$ cat config.mk
export PLATFORM = sky130hd
export DESIGN_NAME = fifo_sync_flags
export DESIGN_NICKNAME = d
export VERILOG_FILES = /design/src/rtl/fifo_sync_flags.sv
export SDC_FILE = /design/constraint.sdc
export NUM_CORES = 1
export LEC_CHECK = 0
export ABC_AREA = 1
export BUFFER_PORTS_ARGS = -buffer_cell sky130_fd_sc_hd__buf_2
export CELL_PAD_IN_SITES_DETAIL_PLACEMENT = 1
export CELL_PAD_IN_SITES_GLOBAL_PLACEMENT = 2
export CORE_MARGIN = 3
export CORE_UTILIZATION = 38
export CTS_BUF_LIST = sky130_fd_sc_hd__clkbuf_8
export DETAILED_ROUTE_END_ITERATION = 16
export PLACE_DENSITY_LB_ADDON = 0.1
export SETUP_SLACK_MARGIN = 0.2
export SLEW_MARGIN = 10
export SYNTH_ARGS = -nofsm -noshare
export SYNTH_HDL_FRONTEND = slang
export SYNTH_SLANG_ARGS = --single-unit
$ cat constraint.sdc
create_clock -name clk -period 2.9 [get_ports clk]
set_input_delay 0.725 -clock clk [delete_from_list [all_inputs] [get_ports clk]]
set_output_delay 0.725 -clock clk [all_outputs]
set_load 0.02 [all_outputs]
$ cat src/rtl/fifo_sync_flags.sv
// Single-clock parametrised FIFO with occupancy count, registered status flags,
// sticky overflow/underflow errors and a selectable registered or fall-through read port.
module fifo_sync_flags #(
  parameter int WIDTH     = 4,
  parameter int DEPTH     = 8,
  parameter int AFULL_TH  = DEPTH - 2,
  parameter int AEMPTY_TH = 2,
  parameter int FWFT      = 0
) (
  input  logic                       clk,
  input  logic                       rst_n,
  input  logic                       wr_en,
  input  logic [WIDTH-1:0]           wdata,
  input  logic                       rd_en,
  input  logic                       clr_err,
  output logic [WIDTH-1:0]           rdata,
  output logic                       rvalid,
  output logic                       full,
  output logic                       empty,
  output logic                       almost_full,
  output logic                       almost_empty,
  output logic [$clog2(DEPTH):0]     count,
  output logic                       overflow,
  output logic                       underflow
);

  localparam int AW = $clog2(DEPTH);
  localparam int CW = AW + 1;

  logic [WIDTH-1:0] mem [DEPTH];
  logic [AW-1:0]    wptr;
  logic [AW-1:0]    rptr;
  logic [CW-1:0]    count_next;
  logic             wr_acc;
  logic             rd_acc;

  // Acceptance uses the registered flags, so no request input reaches an output combinationally.
  assign wr_acc     = wr_en && !full;
  assign rd_acc     = rd_en && !empty;
  assign count_next = count + {{AW{1'b0}}, wr_acc} - {{AW{1'b0}}, rd_acc};

  always_ff @(posedge clk) begin
    if (rst_n && wr_acc) begin
      mem[wptr] <= wdata;
    end
  end

  always_ff @(posedge clk) begin
    if (!rst_n) begin
      wptr         <= '0;
      rptr         <= '0;
      count        <= '0;
      full         <= 1'b0;
      empty        <= 1'b1;
      almost_full  <= 1'b0;
      almost_empty <= 1'b1;
      overflow     <= 1'b0;
      underflow    <= 1'b0;
    end else begin
      if (wr_acc) begin
        wptr <= wptr + AW'(1);
      end
      if (rd_acc) begin
        rptr <= rptr + AW'(1);
      end
      count        <= count_next;
      full         <= (count_next == CW'(DEPTH));
      empty        <= (count_next == '0);
      almost_full  <= (count_next >= CW'(AFULL_TH));
      almost_empty <= (count_next <= CW'(AEMPTY_TH));
      // A new error in the same cycle as clr_err keeps the flag set.
      overflow     <= (overflow && !clr_err) || (wr_en && full);
      underflow    <= (underflow && !clr_err) || (rd_en && empty);
    end
  end

  generate
    if (FWFT == 0) begin : g_reg_read
      always_ff @(posedge clk) begin
        if (!rst_n) begin
          rdata  <= '0;
          rvalid <= 1'b0;
        end else begin
          rvalid <= rd_acc;
          if (rd_acc) begin
            rdata <= mem[rptr];
          end
        end
      end
    end else begin : g_fwft_read
      // Head entry is presented from registered state only; zero while nothing is stored.
      assign rvalid = !empty;
      assign rdata  = empty ? '0 : mem[rptr];
    end
  endgenerate

endmodule

**Yosys cells after proc, flatten, opt, wreduce, memory -nomap -nowiden**

Memories as Yosys holds them, arrays and structs flattened. A register that Yosys moved wholly into a read port is not among the register bits.
Cells that the tools add are included.

- Flip-flop bits (word level): 17
- Latch bits: 0
- Memory bits (writable): 32
- ROM bits: 0
- Input bits: 9
- Word-level logic and storage cells: 34
- Memories kept: 1

Memories:

| name | depth | width | rd ports | clocked after Yosys merged registers in | write ports | RTL line | source |
|---|---|---|---|---|---|---|---|
| mem | 8 | 4 | 1 | 1 | 1 | 30 | `logic [WIDTH-1:0] mem [DEPTH];` |

- Add/subtract/negate cells: 4
- Multiply operators: 0
- Div/mod/pow operators: 0
- Order comparisons: 2
- Equal/unequal tests: 1
- Shift operators: 0
- Multiplexer cells: 2
- Bitwise logic cells: 0
- Reductions and logical operators: 14

Operator list:

| operator | number |
|---|---|
| $logic_and A1 B1 Y1 | 7 |
| $add A3 B1 Y3 const B | 2 |
| $add A4 B1 Y4 | 1 |
| $eq A4 B4 Y1 const B | 1 |
| $ge A4 B3 Y1 const B | 1 |
| $le A4 B2 Y1 const B | 1 |
| $logic_not A1 Y1 | 4 |
| $logic_not A4 Y1 | 1 |
| $sub A4 B1 Y4 | 1 |
| $logic_or A1 B1 Y1 | 2 |
| $mux W1 | 2 |

**Depth between registers and ports, before layout**

Gate-level depths: netlist (run 1).

- Word-level depth: 5
- Depth in mapped cells: 12
- Gate-level depth less buffers: 12

**Worst setup path after synthesis (run 1)**

OpenSTA, ideal clock, no wires.

- Kind: input to register
- Start point: input rd_en
- End point: register empty
- Library setup time: 0.074 ns
- Arrival time: 2.369 ns
- Data required time: 2.826 ns
- Path slack: 0.456 ns
- Stages: 11
- Path buffers: 1
- Path through: inv_1 > nor2_1 > buf_4 > ha_1 > inv_1 > ha_1 > inv_1 > fa_1 > xor2_1 > nand3_1 > o21ai_0

- Cells in the longest elaborated chain, start to end: 3

Ends and longest elaborated chain:

| what | RTL line | source |
|---|---|---|
| from (decl) | 14 | `input logic rd_en,` |
| $logic_and A1 B1 Y1 | 39 | `assign rd_acc = rd_en && !empty;` |
| net rd_acc | 35 | `logic rd_acc;` |
| $sub A4 B1 Y4 | 40 | `assign count_next = count + {{AW{1'b0}}, wr_acc} - {{AW{1'b0}}, rd_acc};` |
| $logic_not A4 Y1 | 68 | `empty <= (count_next == '0);` |
| to (signal assigned) | 68 |  |
| to (decl) | 19 | `output logic empty,` |

The timed path passes the listed nets, and every way through them passes these cells.
A chain may end at the register's enable or synchronous reset.

**Final worst setup path (run 1)**

- Start point: input wr_en
- End point: register empty

- Cells in the longest elaborated chain, start to end: 4

Ends and longest elaborated chain:

| what | RTL line | source |
|---|---|---|
| from (decl) | 12 | `input logic wr_en,` |
| $logic_and A1 B1 Y1 | 38 | `assign wr_acc = wr_en && !full;` |
| $add A4 B1 Y4 | 40 |  |
| $sub A4 B1 Y4 | 40 |  |
| $logic_not A4 Y1 | 68 |  |

No other way between the ends.

==> flow_metrics.tcl, run 1 <==
set metrics [dict create \
    yosysSeqAreaShare_pct 58.9 \
    syn_area_um2 2340 \
    post_cts_buffers 0 \
    antenna_found_initial 0 \
    rows 27 \
    p_leak_uw 0.00119 \
    drive_gt1_share_pct 17.8 \
    grt_overflow_total 0 \
    synth_top_family_by_area "simple AND/OR/NAND/NOR gates" \
    slew_headroom_pct 46.8 \
    timing.rr.start "full$_SDFF_PN0_" \
    peakVddDrop_v 0.000414 \
    startpoint "wr_en" \
    synth_area_per_cell_um2 9.49 \
    synth.area.mux_share_pct 0 \
    cts.sinks 53 \
    yosys.area_share.simple_pct 19.4 \
    ff2ff_setup_slack_ns 0.66 \
    power_frac_seq_pct 46.7 \
    switching_share_pct 38.0 \
    wl_per_cell_um 14.6 \
    antennaDiodeCount 0 \
    fin_worst_skew_ns 0.00623 \
    yosysWarnings 0 \
    synth_compound_area_share_pct 5.55 \
    finalSetupTns_ns 0 \
    htreeDepth 2 \
    crit_path_end_kind "register" \
    instances_no_fill 347 \
    crit_fanout 7 \
    utilization_pct 45.3 \
    p_comb_share_pct 33.2 \
    power.internal_uw 1310 \
    drtPass1Iterations 4 \
    cts-root-buf "clkbuf_8" \
    dieArea_um2 7150 \
    yosys.area_share.adder_pct 4.06 \
    holdBufCountCts 0 \
    dieWidth_um 84.5 \
    clk_pin_slew_worst_paths_ns 0.10 \
    yosys_register_bits 53 \
    synth.top_cells.by_area "edfxtp_1 (41%), dfxtp_1 (18%), inv_1 (8.3%), nand2_1 (7.7%), nand3_1 (6.0%)" \
    crit_type "in -> reg" \
    rsz0062_at_grt "false" \
    cts_resized 0 \
    hpwl_um 3780 \
    min_period_ns 2.40 \
    gr-usage-all-layers_pct 15.5 \
    p_clk_share_pct 20.1 \
    final_area_um2 2600 \
    drc 0 \
    postRouteAntennaNets 0 \
    clk_latency_ns 0.31 \
    outcome "completed" \
    routed_via_density 4.71 \
    gp_congestion 0.737 \
    postRouteWirelength_um 5080 \
    grt_max_degree 19 \
    dp_cells 339 \
    grt_pass1_vias 1663 \
    worstPathArrival_ns 2.64 \
    vias 1633 \
    power.switching_uw 807 \
    tightest_slew_ns 0.797 \
    cts_tree "done" \
    slew_violations 0 \
    fin_crit_sh_pct 82.8 \
    grt_first_pass_wirelength_um 8650 \
    first_iter_violations 68 \
    crit_path_start_kind "primary input" \
    coreArea_um2 5740 \
    hp-class "reg -> reg" \
    final_nets 290 \
    syn_to_final_growth_pct 11.1 \
    synth_cell_types 24 \
    cts_buffers 5 \
    yosysTopAreaCell "edfxtp_1" \
    hold_violations 0 \
    synth-xor-area-share_pct 0.747 \
    power_per_cell_area_nw_per_um2 815 \
    postPlaceCellArea_um2 2510 \
    cap_violations 0 \
    ios 24 \
    yosysTopAreaCellShare_pct 41.0 \
    setup_viol 0 \
    place_ws_ns 0.144 \
    port_buffers 23 \
    synthesis.instances 247 \
    hp-start "overflow$_SDFF_PN0_" \
    clock_path_buffers 2 \
    start_util_pct 40.8 \
    synth_nets 263 \
    max_freq_ghz 0.416 \
    layout_setup_ws_ns 0.499 \
    worst_ep_required_time_ns 3.14 \
    die_y_um 84.5 \
]
## cell type report
type	count	area, um2
Timing Repair Buffer	26	138
Multi-Input combinational cell	134	698
Inverter	54	208
Clock buffer	5	68.8
Fill cell	697	3140
Tap cell	72	90.1
Sequential cell	53	1380
Clock inverter	3	20.0
## layer usage
layer | part of all wire (%) | vias up | routed length (um) | GRT usage, %
met5 | 0 | - | 0 | 0
met4 | 0.99 | 0 | 50 | 3.88
met3 | 3.0 | 5 | 152 | 3.53
met2 | 49 | 24 | 2480 | 25.3
met1 | 47 | 772 | 2400 | 21.0
li1 | - | 832 | - | -
## Yosys cell counts
cell type and n:
dfxtp_1 21, xnor2_1 1, inv_6 1, buf_6 2, buf_8 1, a21oi_2 4, xor2_1 1, nand3_2 1
buf_4 2, or2_0 1, a21oi_1 8, o21ai_0 11, nand2_1 48, nor2_2 1, edfxtp_1 32, ha_1 6
nor3_1 5, nor2_1 10, inv_1 52, clkinv_1 1, fa_1 1, nand2_2 8, nand3_1 28, clkbuf_1 1
## power groups by stage
stage	clock [uW]	sequential, uW	combinational, uW
finish	426	991	704
global route	488	1010	798
CTS	443	993	717
detailed placement	0	1010	716
global placement	0	1010	700
floorplan	0	1050	458
## logic make-up (layout without fill, tap and decap cells)
| group | count (synthesis) | count (layout) |
|---|---|---|
| and+or+nand+nor | 102 | 102 |
| DFF | 53 | 53 |
| buffers and inverters | 60 | 88 |
| AOI/OAI and AO/OA | 23 | 23 |
| xor gates and xnor gates | 2 | 2 |
| adders and majority gates | 7 | 7 |
## cells in the final DEF, fill, tap and decap left out
cell type and n:
buf_2 23, nor2_1 10, xor2_1 1, dfxtp_1 21, clkinv_1 1, nor3_1 5
nand3_1 28, nand2_2 8, inv_6 2, nor2_2 1, xnor2_1 1, inv_1 52
clkinv_2 1, nand3_2 1, edfxtp_1 32, nand2_1 48, fa_1 1, ha_1 6
clkbuf_8 5, or2_0 1, inv_4 1, a21oi_1 8, a21oi_2 4, buf_4 3
o21ai_0 11
## critical path: stages
cell and delay [ns]:
buf_2 0.09, inv_1 0.04, nor2_2 0.11, inv_1 0.12, ha_1 0.31, inv_1 0.06
ha_1 0.16, inv_1 0.06, fa_1 0.38, xor2_1 0.27, nand3_1 0.14, o21ai_0 0.18
## registers in the layout, indices dropped and copies added, names as in the netlist
register and flops:
wptr 3, mem 32, count 4, rvalid 1, almost_full 1, overflow 1, underflow 1, empty 1
rptr 3, almost_empty 1, rdata 4, full 1
## final timing paths
| check | end | depth (start not counted) |
|---|---|---|
| hold / removal | overflow$_SDFF_PN0_ | 2 |
| setup reg to reg | empty$_SDFF_PN1_ | 10 |
| hold reg to reg | overflow$_SDFF_PN0_ | 2 |
| setup / recovery | empty$_SDFF_PN1_ | 12 |
## through the flow
| step | hold WS (ns) | total power, uW |
|---|---|---|
| detailed placement | 0.457 | 1720 |
| global route | 0.506 | 2300 |
| global placement | 0.448 | 1710 |
| CTS | 0.475 | 2150 |
| floorplan | 0.492 | 1510 |
| finish | 0.468 | 2120 |
No activity file was read; power rests on OpenSTA's default activity.
==> inputs of run 2 (changes only) <==
==> constraint.sdc (replaced) <==
create_clock -name clk -period 2.3 [get_ports clk]
set_input_delay 0.575 -clock clk [delete_from_list [all_inputs] [get_ports clk]]
set_output_delay 0.575 -clock clk [all_outputs]
set_load 0.02 [all_outputs]
==> run 2 against run 1 <==
- count of clock-buffer cells in the layout is 1 higher
- hold slack gained 0.0052 ns
- highest routed layer unchanged
- routed wire length is 2.0% higher
- core utilization grew 2.0 points
- largest power group unchanged
- flip-flop and latch count did not move
- via count up 3.5%
- critical endpoint is now almost_empty$_SDFF_PN1_
- critical path depth did not move
- register-to-register slack lost 0.27 ns
- clock power up 34%
- first-iteration DRC count grew 16%
==> flow_metrics.tcl, run 2 (synthesized netlist as in run 1, its figures left out) <==
set metrics [dict create \
    routed_via_density 4.79 \
    power.internal_uw 1770 \
    power_frac_seq_pct 43.0 \
    slowest_stage "fa_2" \
    largest_register "mem" \
    antennaDiodeCount 0 \
    coreArea_um2 5740 \
    first_iter_violations 79 \
    fin_crit_sh_pct 83.3 \
    largest_register_ffs 32 \
    crit_path_end_kind "register" \
    ff2ff_setup_slack_ns 0.39 \
    setup_viol 0 \
    holdPathStages 2 \
    power_per_cell_area_nw_per_um2 1050 \
    timing.rr.start "full$_SDFF_PN0_" \
    hp-start "overflow$_SDFF_PN0_" \
    port_buffers 23 \
    crit_path_start_kind "primary input" \
    cts_resized 0 \
    postPlaceCellArea_um2 2610 \
    dieArea_um2 7150 \
    cts.sinks 53 \
    rsz0062_at_grt "false" \
    clock_path_buffers 2 \
    holdBufCountCts 0 \
    cts_buffers 5 \
    post_cts_buffers 0 \
    worstPathCellList "buf_2 > inv_1 > nor2_2 > inv_1 > ha_4 > inv_2 > ha_4 > inv_2 > fa_2 > xor2_4 > o21ai_1 > o21ai_1" \
    clk_pin_slew_worst_paths_ns 0.10 \
    wl_per_cell_um 14.7 \
    peakVddDrop_v 0.000613 \
    grt_pass1_vias 1696 \
    cap_violations 0 \
    power.switching_uw 1080 \
    antenna_found_initial 0 \
    top_regs "mem: 32 flops, count: 4 flops, rdata: 4 flops" \
    switching_share_pct 37.9 \
    worst_ep_required_time_ns 2.55 \
    ios 24 \
    postRouteAntennaNets 0 \
    postRouteWirelength_um 5180 \
    cts-root-buf "clkbuf_8" \
    final_area_um2 2720 \
    utilization_pct 47.4 \
    hp-class "reg -> reg" \
    timing.rr.end "almost_empty$_SDFF_PN1_" \
    hpwl_um 3910 \
    p_leak_uw 0.00122 \
    crit_type "in -> reg" \
    tightest_slew_ns 0.534 \
    fin_worst_skew_ns 0.00607 \
    hold_violations 0 \
    clk_latency_ns 0.31 \
    cts_tree "done" \
    dieWidth_um 84.5 \
    crit_fanout 4 \
    rows 27 \
    gp_congestion 0.770 \
    worstPathArrival_ns 2.16 \
    final_nets 296 \
    r2r_cells 10 \
    drc 0 \
    syn_to_final_growth_pct 16.1 \
    layout_commonest_cell "inv_1" \
    p_clk_share_pct 20.0 \
    htreeDepth 2 \
    drtPass1Iterations 4 \
    p_comb_share_pct 37.0 \
    start_util_pct 40.8 \
    outcome "completed" \
    grt_max_degree 19 \
    final_cell_mix "inv_1 (49), nand2_1 (48), edfxtp_1 (32)" \
    die_y_um 84.5 \
    min_period_ns 1.92 \
    slew_headroom_pct 64.1 \
    cp_slowest_stage_delay_ns 0.40 \
    grt_first_pass_wirelength_um 8440 \
    max_freq_ghz 0.522 \
    vias 1690 \
    drive_gt1_share_pct 22.4 \
    slew_violations 0 \
    whs_endpoint "overflow$_SDFF_PN0_" \
    grt_overflow_total 0 \
    gr-usage-all-layers_pct 15.5 \
]
[run 2: power groups by stage]
stage	Combinational, uW	Sequential [uW]	Clock, uW
2_1_floorplan	646	1340	0
3_3_place_gp	1010	1250	0
3_5_place_dp	1030	1250	0
4_1_cts	1040	1230	587
5_1_grt	1190	1250	627
6_report	1060	1230	570
[run 2: worst max-delay path by stage]
stage                          startpoint                       to  slack [ns]  cells past startpoint
after global placement              wr_en         empty$_SDFF_PN1_         0.1                     12
after global routing      full$_SDFF_PN0_  almost_empty$_SDFF_PN1_        0.25                     10
final                               wr_en  almost_empty$_SDFF_PN1_        0.38                     12
after floorplan                     rd_en         empty$_SDFF_PN1_        0.20                     11
after detailed placement            wr_en  almost_empty$_SDFF_PN1_      -0.002                     12
after CTS                 full$_SDFF_PN0_  almost_empty$_SDFF_PN1_        0.31                     10
[run 2: critical path, delay by kind of cell]
family	cells	cell delay (ns)
adder cells (fa/ha/maj)	3	0.74
buffers and inverters	5	0.30
AND/OR/NAND/NOR	1	0.09
AO/OA/AOI/OAI	2	0.24
XOR/XNOR	1	0.22
[run 2: cell type report]
type	count	area, um2
clock buffers	6	82.6
clock inverters	2	17.5
fillers	685	3020
inverters	54	215
multi-input cells	134	752
flip-flops and latches	53	1380
well taps	72	90.1
repair buffers	32	183
[run 2: routing by layer]
| metal | global-route usage (%) | part of all wire (%) |
|---|---|---|
| met5 | 0 | 0 |
| met2 | 28.3 | 51 |
| met4 | 4.32 | 1.2 |
| met3 | 4.02 | 3.6 |
| met1 | 17.9 | 44 |
[run 2: per-stage QoR]
| step | TNS, ns | power [uW] | hold slack (ns) | instances | setup WS (ns) |
|---|---|---|---|---|---|
| floorplan | 0 | 1990 | 0.492 | 247 | 0.201 |
| global placement | 0 | 2260 | 0.446 | 345 | 0.0955 |
| detailed placement | -0.00163 | 2280 | 0.467 | 345 | -0.00163 |
| CTS | 0 | 2860 | 0.483 | 353 | 0.308 |
| global route | 0 | 3070 | 0.504 | 353 | 0.248 |
| finish | 0 | 2860 | 0.473 | 353 | 0.384 |
